===== src/rtl/fetch_queue.sv =====
// Instruction prefetch queue: sequential fetch with credit-based request throttling,
// in-order responses, redirect flush. Define FETCH_QUEUE_BYPASS_EN for same-cycle empty bypass.
module fetch_queue #(
  parameter int p_WORD_LEN = 16,
  parameter int p_ADDR_LEN = 16,
  parameter int p_DEPTH    = 4,
  parameter logic [p_ADDR_LEN-1:0] p_RESET_PC = '0
) (
  input  logic                       i_clk,
  input  logic                       i_rst,
  output logic [p_ADDR_LEN-1:0]      o_imem_addr,
  output logic                       o_imem_req,
  input  logic [p_WORD_LEN-1:0]      i_imem_data,
  input  logic                       i_imem_valid,
  output logic [p_WORD_LEN-1:0]      o_inst,
  output logic [p_ADDR_LEN-1:0]      o_inst_pc,
  output logic                       o_inst_valid,
  input  logic                       i_inst_ready,
  input  logic                       i_redirect,
  input  logic [p_ADDR_LEN-1:0]      i_redirect_pc,
  output logic [$clog2(p_DEPTH):0]   o_count,
  output logic                       o_full,
  output logic                       o_empty
);

  localparam int AW = $clog2(p_DEPTH);
  localparam int CW = AW + 1;
  localparam int IW = CW + 1;
  localparam logic [CW-1:0] DEPTH_Q = p_DEPTH[CW-1:0];
  localparam logic [IW-1:0] DEPTH_I = p_DEPTH[IW-1:0];

  logic [p_ADDR_LEN-1:0] fetch_pc;

  logic [p_WORD_LEN-1:0] q_inst [p_DEPTH];
  logic [p_ADDR_LEN-1:0] q_pc   [p_DEPTH];
  logic [AW-1:0]         q_rd, q_wr;
  logic [CW-1:0]         count;

  logic [p_ADDR_LEN-1:0] pend_pc [p_DEPTH];
  logic [AW-1:0]         pend_rd, pend_wr;

  logic [IW-1:0] inflight, drop, live, credit;
  logic          q_empty, rsp_live, rsp_drop, bypass, bypass_take, push, pop;
  logic [p_ADDR_LEN-1:0] rsp_pc;

  // live = requests whose responses will be kept; bounded by the credit rule
  assign live   = inflight - drop;
  assign credit = live + IW'(count);

  assign o_imem_req  = i_rst && !i_redirect && (credit < DEPTH_I);
  assign o_imem_addr = fetch_pc;

  assign q_empty  = (count == '0);
  assign rsp_live = i_imem_valid && (drop == '0) && !i_redirect;
  assign rsp_drop = i_imem_valid && (drop != '0) && !i_redirect;
  assign rsp_pc   = pend_pc[pend_rd];

`ifdef FETCH_QUEUE_BYPASS_EN
  assign bypass = i_rst && rsp_live && q_empty;
`else
  assign bypass = 1'b0;
`endif
  assign bypass_take = bypass && i_inst_ready;

  assign push = rsp_live && !bypass_take;
  assign pop  = !q_empty && i_inst_ready && !i_redirect;

  assign o_inst_valid = !q_empty || bypass;
  assign o_count      = count;
  assign o_full       = (count == DEPTH_Q);
  assign o_empty      = q_empty;

  always_comb begin
    o_inst    = '0;
    o_inst_pc = '0;
    if (!q_empty) begin
      o_inst    = q_inst[q_rd];
      o_inst_pc = q_pc[q_rd];
    end else if (bypass) begin
      o_inst    = i_imem_data;
      o_inst_pc = rsp_pc;
    end
  end

  always_ff @(posedge i_clk) begin
    if (o_imem_req) pend_pc[pend_wr] <= fetch_pc;
    if (push) begin
      q_inst[q_wr] <= i_imem_data;
      q_pc[q_wr]   <= rsp_pc;
    end
  end

  // On redirect every outstanding PC entry is stale, so the pending-PC FIFO is
  // cleared outright; dropped responses then never touch it, which keeps it
  // p_DEPTH deep even while old responses are still draining.
  always_ff @(posedge i_clk or negedge i_rst) begin
    if (!i_rst) begin
      fetch_pc <= p_RESET_PC;
      q_rd     <= '0;
      q_wr     <= '0;
      count    <= '0;
      pend_rd  <= '0;
      pend_wr  <= '0;
      inflight <= '0;
      drop     <= '0;
    end else begin
      inflight <= inflight + IW'(o_imem_req) - IW'(i_imem_valid);
      if (i_redirect) begin
        fetch_pc <= i_redirect_pc;
        q_rd     <= '0;
        q_wr     <= '0;
        count    <= '0;
        pend_rd  <= '0;
        pend_wr  <= '0;
        drop     <= inflight - IW'(i_imem_valid);
      end else begin
        if (o_imem_req) begin
          fetch_pc <= fetch_pc + 1'b1;
          pend_wr  <= pend_wr + 1'b1;
        end
        if (rsp_live) pend_rd <= pend_rd + 1'b1;
        if (rsp_drop) drop <= drop - 1'b1;
        if (push) q_wr <= q_wr + 1'b1;
        if (pop)  q_rd <= q_rd + 1'b1;
        count <= count + CW'(push) - CW'(pop);
      end
    end
  end

endmodule

===== config.mk =====
export PLATFORM = sky130hd
export DESIGN_NAME = fetch_queue
export DESIGN_NICKNAME = d
export VERILOG_FILES = /design/src/rtl/fetch_queue.sv
export SDC_FILE = /design/constraint.sdc
export NUM_CORES = 1
export LEC_CHECK = 0
export ABC_AREA = 1
export CORE_MARGIN = 2
export CORE_UTILIZATION = 55
export CTS_BUF_LIST = sky130_fd_sc_hd__clkbuf_4 sky130_fd_sc_hd__clkbuf_8 sky130_fd_sc_hd__clkbuf_16
export DETAILED_ROUTE_END_ITERATION = 7
export GPL_TIMING_DRIVEN = 0
export PLACE_DENSITY = 0.77
export SYNTH_ARGS = -nofsm -noshare
export SYNTH_HDL_FRONTEND = slang
export SYNTH_SLANG_ARGS = --single-unit

===== constraint.sdc =====
create_clock -name i_clk -period 9.2 [get_ports i_clk]
set_input_delay 1.38 -clock i_clk [delete_from_list [all_inputs] [get_ports i_clk]]
set_output_delay 1.38 -clock i_clk [all_outputs]
set_load 0.02 [all_outputs]

==> results of run 1 <==
-- power by group --
part | internal, W | switching [W] | leakage, nW
registers | 0.00131 | 0.000140 | 2.18
clock network | 0.000499 | 0.000361 | 0.350
logic | 0.000458 | 0.000756 | 2.00
total | 0.00227 | 0.00126 | 4.53
-- sequential cells by signal, indices dropped and copies added, names as in the netlist --
name         count
pend_pc         64
q_wr             2
q_inst          64
pend_wr          2
pend_rd          2
o_imem_addr     16
q_pc            64
o_count          3
drop             4
q_rd             2
inflight         4
-- worst min-delay path by stage --
stage                                 startpoint                      to  slack, ns  depth (start not counted)
after floorplan              q_wr[0]$_DFFE_PN0P_     q_wr[0]$_DFFE_PN0P_       0.52                          1
after global placement    pend_wr[1]$_DFFE_PN0P_  pend_wr[1]$_DFFE_PN0P_       0.55                          2
after detailed placement     q_wr[0]$_DFFE_PN0P_     q_wr[0]$_DFFE_PN0P_       0.56                          1
after CTS                 pend_wr[1]$_DFFE_PN0P_  pend_wr[1]$_DFFE_PN0P_       0.58                          2
after global routing         q_wr[0]$_DFFE_PN0P_     q_wr[0]$_DFFE_PN0P_       0.62                          1
final                     pend_wr[1]$_DFFE_PN0P_  pend_wr[1]$_DFFE_PN0P_       0.58                          2
-- cell families after synthesis --
logic type | count (synthesis) | synth area share [%]
flip-flops | 227 | 66.4
adder cells (fa/ha/maj) | 26 | 3.55
XOR/XNOR | 5 | 0.437
AND/OR/NAND/NOR | 364 | 15.5
AO/OA/AOI/OAI | 185 | 9.74
buffers and inverters | 107 | 4.40
-- through the flow --
| step | std cells | cell area [um2] |
|---|---|---|
| floorplan | 914 | 10000 |
| global placement | 1233 | 11200 |
| detailed placement | 1237 | 11300 |
| CTS | 1277 | 12000 |
| global route | 1277 | 12000 |
| finish | 1277 | 12000 |
-- area by class of cell --
class	count	area share (%)
flip-flops and latches	227	55.3
multi-input cells	580	24.6
repair buffers	94	8.31
clock buffers	28	5.10
well taps	229	2.38
inverters	63	1.97
plain buffers	44	1.70
clock inverters	12	0.687
-- layout by cell type (no fill, tap or decap), types with 2 or more instances in the layout --
cell type and instances:
nand3_2 18, o21bai_1 2, edfxtp_1 192, nand4_1 4, a21oi_1 44, inv_1 59, nand3_1 25, buf_6 3
clkbuf_4 5, nor2_2 6, ha_1 22, o22ai_1 16, buf_2 11, inv_2 3, dfrtp_1 35, buf_16 3
clkinv_1 5, nor2_1 187, nand2_2 4, o21ai_1 2, xor2_1 4, clkbuf_1 30, clkdlybuf4s50_1 89, clkinv_2 6
nor2_4 4, fa_1 4, clkbuf_16 23, nand2_1 114, o21ai_0 116
-- per-layer routing --
metal  part of all wire, %  wire [um]
met1                    42       8980
met2                    50      10700
met3                   5.9       1280
met4                   2.5        544
met5                     0          0
-- worst min-delay path, cell delays in order, from the launching register on --
cell and delay, ns:
dfrtp_1 0.41, nand3_2 0.08, nand2_1 0.06
==> results.py, run 1 <==
metrics = {
    "route": {
        "dr.pass1.iters": 7,
        "wl_um": 21500,
        "drtIter0Drc": 541,
        "via_per_inst": 5.44,
        "num_vias": 6950,
        "final_antenna_net_count": 0,
        "route.detailed.drc": 0,
        "avgRoutedWirePerCell_um": 16.8,
    },
    "timing": {
        "grt_setup_unrepaired": "false",
        "fmax_ghz": 0.205,
        "fin_setup_tns_ns": 0,
        "worst_slew_pin_slew_ns": 0.928,
        "finClkSkew_ns": 0.0115,
        "period_needed_ns": 4.87,
        "final_hold_viol_count": 0,
        "final.setup.worst_slack_ns": 4.33,
        "slew_violations": 0,
        "slew_headroom_pct": 38.1,
        "timing.hold.ws_ns": 0.577,
        "setup_viol_count_final": 0,
        "fin_crit_sh_pct": 52.9,
    },
    "global_route": {
        "grt_pass1_wl_um": 34200,
        "use_met3_pct": 2.66,
        "grt_max_degree": 37,
        "use_met2_pct": 39.7,
        "antenna_found_initial": 0,
        "grt_overflow": 0,
        "grt_pass1_vias": 6941,
        "grtUsageMet1_pct": 28.2,
        "grt-busiest-layer": "met2",
        "track_usage_pct": 22.3,
    },
    "flow_run": {
        "cap_violations": 0,
    },
    "synthesis": {
        "ys_async_sr_fraction_pct": 15.4,
        "avgSynthCellArea_um2": 11.0,
        "synth_top_area_share_pct": 57.6,
        "yosysSeqAreaShare_pct": 66.4,
        "ys_types": 32,
        "yosys_most_used_dff": "edfxtp_1",
        "synth_fp_nets": 977,
        "synthCells": 914,
        "synth_common_cells": "edfxtp_1, nor2_1, o21ai_0, nand2_1, inv_1",
        "ys_ff_latch": 227,
        "synth_edf_count": 192,
        "synth.most_common_cell": "edfxtp_1",
        "yosysTopAreaCell": "edfxtp_1",
        "yosysWarningCount": 0,
        "yosys-top-cells-area": "edfxtp_1, dfrtp_1, nor2_1",
        "syn_area_um2": 10000,
    },
    "clock_network": {
        "cts_buffers": 22,
        "cts_tree": "done",
        "ctsHtreeMaxLevel": 1,
        "ctsResizeCount": 0,
        "hold_buffers": 0,
        "cts_setup_buffers": 0,
        "clk_latency_ns": 0.50,
        "root_buffer": "clkbuf_16",
        "cts.clk_slew.worst_paths_ns": 0.06,
        "cts.sinks": 227,
        "clockBufferDepth": 3,
    },
    "cells_and_area": {
        "fill_cells": 1318,
        "fin_util_pct": 67.1,
        "seq_area_um2": 6640,
        "final_nets": 1095,
        "multi_input_area_um2": 2960,
        "antennaDiodeCount": 0,
        "syn_to_final_growth_pct": 20.1,
        "drive_above_1_share_pct": 8.87,
    },
    "worst_hold_path": {
        "min_path_type": "flop to flop",
    },
    "power": {
        "peakVddDrop_uv": 199,
        "p_leak_nw": 4.53,
        "fin_total_pwr_w": 0.00353,
        "powerDensity_nw_per_um2": 294,
    },
    "critical_path": {
        "reg2reg_to": "pend_pc[3][9]$_DFFE_PP_",
        "path_class": "input port to output port",
        "cp_slowest_cell": "buf_2",
        "arrival_ns": 3.49,
        "slowest_delay_ns": 0.67,
        "rr_worst_depth": 12,
        "crit_family": "buffers and inverters",
        "worstPathCellList": "buf_2 -> inv_1 -> nor2_1 -> nand3_2 -> nor2_1 -> nand2_2 -> inv_1 -> clkdlybuf4s50_1",
        "cp_max_fo": 36,
        "cp-start-kind": "input port",
        "r2r-start": "o_count[1]$_DFF_PN0_",
        "crit_cells": 8,
        "cp.buffers_inverters": 4,
        "cp-startpoint": "i_rst",
        "crit_path_end_kind": "output port",
        "endpoint": "o_imem_req",
        "worstPathRequired_ns": 7.82,
        "r2r_slack_ns": 5.89,
    },
    "floorplanning": {
        "io_pins": 92,
        "initial_core_util_pct": 55.9,
        "fp.coreArea_um2": 17900,
        "row_count": 49,
        "fp.dieW_um": 139,
        "die_area_um2": 19300,
        "die_y_um": 139,
    },
    "placement": {
        "port_buffers": 90,
        "pre_cts_slack_ns": 4.28,
        "gp_congestion": 0.866,
        "dp_hpwl_um": 14100,
    },
    "status": {
        "status": "finished clean",
    },
}
(Power assumes the default switching activity.)
==> run 2: changes to the inputs <==
==> constraint.sdc (replaced) <==
create_clock -name i_clk -period 4.8 [get_ports i_clk]
set_input_delay 0.72 -clock i_clk [delete_from_list [all_inputs] [get_ports i_clk]]
set_output_delay 0.72 -clock i_clk [all_outputs]
set_load 0.02 [all_outputs]
==> results of run 2 <==
The final DEF is identical to that of run 1. Status: finished clean.
Main changes from that run: setup slack after placement 4.28 ns -> 1.20 ns; setup slack after layout 4.33 ns -> 0.760 ns; hold slack 0.577 ns -> 0.346 ns; start point of the critical path i_rst -> o_count[1]$_DFF_PN0_; register-to-register setup slack 5.89 ns -> 1.49 ns; total power 0.00353 W -> 0.00676 W; worst IR drop on VDD 199 uV -> 382 uV
==> run 3: changes to the inputs <==
--- a/config.mk
+++ b/config.mk
@@ -7,11 +7,11 @@
 export LEC_CHECK = 0
 export ABC_AREA = 1
 export CORE_MARGIN = 2
-export CORE_UTILIZATION = 55
+export CORE_UTILIZATION = 52
 export CTS_BUF_LIST = sky130_fd_sc_hd__clkbuf_4 sky130_fd_sc_hd__clkbuf_8 sky130_fd_sc_hd__clkbuf_16
 export DETAILED_ROUTE_END_ITERATION = 7
 export GPL_TIMING_DRIVEN = 0
-export PLACE_DENSITY = 0.77
+export PLACE_DENSITY = 0.76
 export SYNTH_ARGS = -nofsm -noshare
 export SYNTH_HDL_FRONTEND = slang
 export SYNTH_SLANG_ARGS = --single-unit
==> constraint.sdc (replaced) <==
create_clock -name i_clk -period 3.6 [get_ports i_clk]
set_input_delay 0.54 -clock i_clk [delete_from_list [all_inputs] [get_ports i_clk]]
set_output_delay 0.54 -clock i_clk [all_outputs]
set_load 0.02 [all_outputs]
==> run 3 against run 2 <==
Worst setup slack got worse by 0.66 ns. First-iteration DRC count fell by 10%. Register-to-register slack got worse by 1.2 ns. Global-route usage fell by 0.52 points. Design area rose by 1.5%. Critical path type unchanged. Largest power group unchanged.
==> results.py, run 3 (same netlist as run 1, synthesis figures left out) <==
metrics = {
    "clock_network": {
        "cts_tree": "done",
        "cts.clk_slew.worst_paths_ns": 0.06,
        "root_buffer": "clkbuf_16",
        "cts_buffers": 24,
        "cts.sinks": 227,
        "clk_latency_ns": 0.52,
        "hold_buffers": 0,
        "ctsHtreeMaxLevel": 1,
        "clockBufferDepth": 3,
    },
    "floorplanning": {
        "row_count": 50,
        "initial_core_util_pct": 53.3,
        "die_area_um2": 20400,
        "fp.coreArea_um2": 18800,
        "die_y_um": 143,
        "fp.dieW_um": 143,
        "io_pins": 92,
    },
    "route": {
        "via_per_inst": 5.38,
        "drtIter0Drc": 487,
        "route.detailed.drc": 0,
        "dr.pass1.iters": 5,
        "num_vias": 6923,
        "avgRoutedWirePerCell_um": 17.0,
        "final_antenna_net_count": 0,
        "wl_um": 21900,
    },
    "cells_and_area": {
        "syn_to_final_growth_pct": 21.9,
        "final_nets": 1098,
        "drive_above_1_share_pct": 9.88,
        "fill_cells": 1404,
        "layout_common_cells": "edfxtp_1, nor2_1, o21ai_0, nand2_1, clkdlybuf4s50_1",
        "fin_cells": 1287,
        "antennaDiodeCount": 0,
        "final_common_cell": "edfxtp_1",
        "reg.largest.list": "pend_pc (64), q_inst (64), q_pc (64)",
    },
    "global_route": {
        "antenna_found_initial": 0,
        "grt_pass1_vias": 6711,
        "grt_max_degree": 37,
        "grt_pass1_wl_um": 34700,
        "track_usage_pct": 21.8,
        "grt_overflow": 0,
    },
    "critical_path": {
        "path_class": "flop to output port",
        "crit_path_end_kind": "output port",
        "arrival_ns": 2.96,
        "worstPathRequired_ns": 3.06,
        "cp-start-kind": "flop",
        "r2r_slack_ns": 0.31,
        "cp_max_fo": 10,
    },
    "timing": {
        "fmax_ghz": 0.285,
        "finClkSkew_ns": 0.0166,
        "final_hold_viol_count": 0,
        "grt_setup_unrepaired": "false",
        "slew_violations": 0,
        "period_needed_ns": 3.50,
        "fin_crit_sh_pct": 97.3,
        "worst_slew_pin_slew_ns": 0.937,
        "slew_headroom_pct": 37.4,
        "setup_viol_count_final": 0,
    },
    "flow_run": {
        "cap_violations": 0,
    },
    "power": {
        "internal_power_w": 0.00622,
        "fin_total_pwr_w": 0.00952,
        "power_frac_comb_pct": 32.9,
        "peakVddDrop_uv": 654,
        "powerDensity_nw_per_um2": 780,
        "p_leak_nw": 4.60,
        "pwr-share-seq_pct": 39.0,
        "swShare_pct": 34.7,
        "clkPwrFrac_pct": 28.1,
        "p_switching_w": 0.00330,
    },
    "status": {
        "status": "finished clean",
    },
    "placement": {
        "port_buffers": 90,
        "dp_hpwl_um": 14200,
        "gp_congestion": 0.878,
        "placed_cells": 1242,
    },
    "worst_hold_path": {
        "min_path_type": "input port to async pin",
    },
}
-- run 3: metal layers --
| metal | share of wire, % | wire, um | global-route usage [%] |
|---|---|---|---|
| met5 | 0 | 0 | 0 |
| met2 | 50 | 11000 | 38.8 |
| met1 | 41 | 9070 | 28.7 |
| met4 | 1.5 | 328 | 5.16 |
| met3 | 6.6 | 1440 | 2.95 |
-- run 3: cell type report --
type,count,area (um2),share of cell area [%]
Inverter,63,236,1.94
Buffer,44,205,1.68
Timing Repair Buffer,95,985,8.07
Tap cell,234,293,2.40
Multi-Input combinational cell,580,2960,24.2
Clock buffer,26,622,5.10
Clock inverter,18,260,2.13
Sequential cell,227,6640,54.4
-- run 3: path summary, 6_finish.rpt --
check | cells after the start | startpoint | endpoint
max | 6 | q_rd[0]$_DFFE_PN0P_ | o_inst_pc[8]
max reg2reg | 12 | o_count[1]$_DFF_PN0_ | pend_pc[3][14]$_DFFE_PP_
min in group i_clk | 6 | i_redirect | o_imem_addr[3]$_DFFE_PN0P_
min | 1 | i_rst | inflight[1]$_DFF_PN0_
min reg2reg | 2 | pend_wr[0]$_DFFE_PN0P_ | pend_wr[0]$_DFFE_PN0P_
max in group asynchronous | 1 | i_rst | o_count[1]$_DFF_PN0_
-- run 3: stage by stage --
step | setup TNS (ns) | hold WS (ns) | instance area, um2 | utilization, % | setup WS, ns
finish | 0 | 0.146 | 12200 | 65.0 | 0.0957
global route | 0 | 0.218 | 12200 | 65.0 | 0.000155
CTS | 0 | 0.170 | 12200 | 65.0 | 0.0303
detailed placement | 0 | 0.554 | 11300 | 60.3 | 0.276
global placement | -159.88 | 0.548 | 11200 | 59.7 | -0.998
floorplan | 0 | 0.244 | 10000 | - | 0.516
-- run 3: power groups by stage --
stage	combinational, W	sequential, W	clock (W)
2_1_floorplan	0.00187	0.00377	0
3_3_place_gp	0.00302	0.00374	0
3_5_place_dp	0.00310	0.00376	0
4_1_cts	0.00313	0.00371	0.00271
6_report	0.00313	0.00371	0.00268
5_1_grt	0.00346	0.00377	0.00282
-- run 3: critical path, cell delays in order, from the launching register on --
cell,delay (ns)
dfrtp_1,0.44
inv_2,0.08
clkbuf_1,0.36
buf_1,0.43
o21ai_0,0.17
a21oi_1,0.31
clkdlybuf4s50_1,0.67
-- run 3: repair_timing --
item                                    CTS  global route
endpoints found under the setup margin    1             3
gates cloned                              0             0
setup buffers                             0             1
hold endpoints to repair                  0             0
resized for setup                         3             6
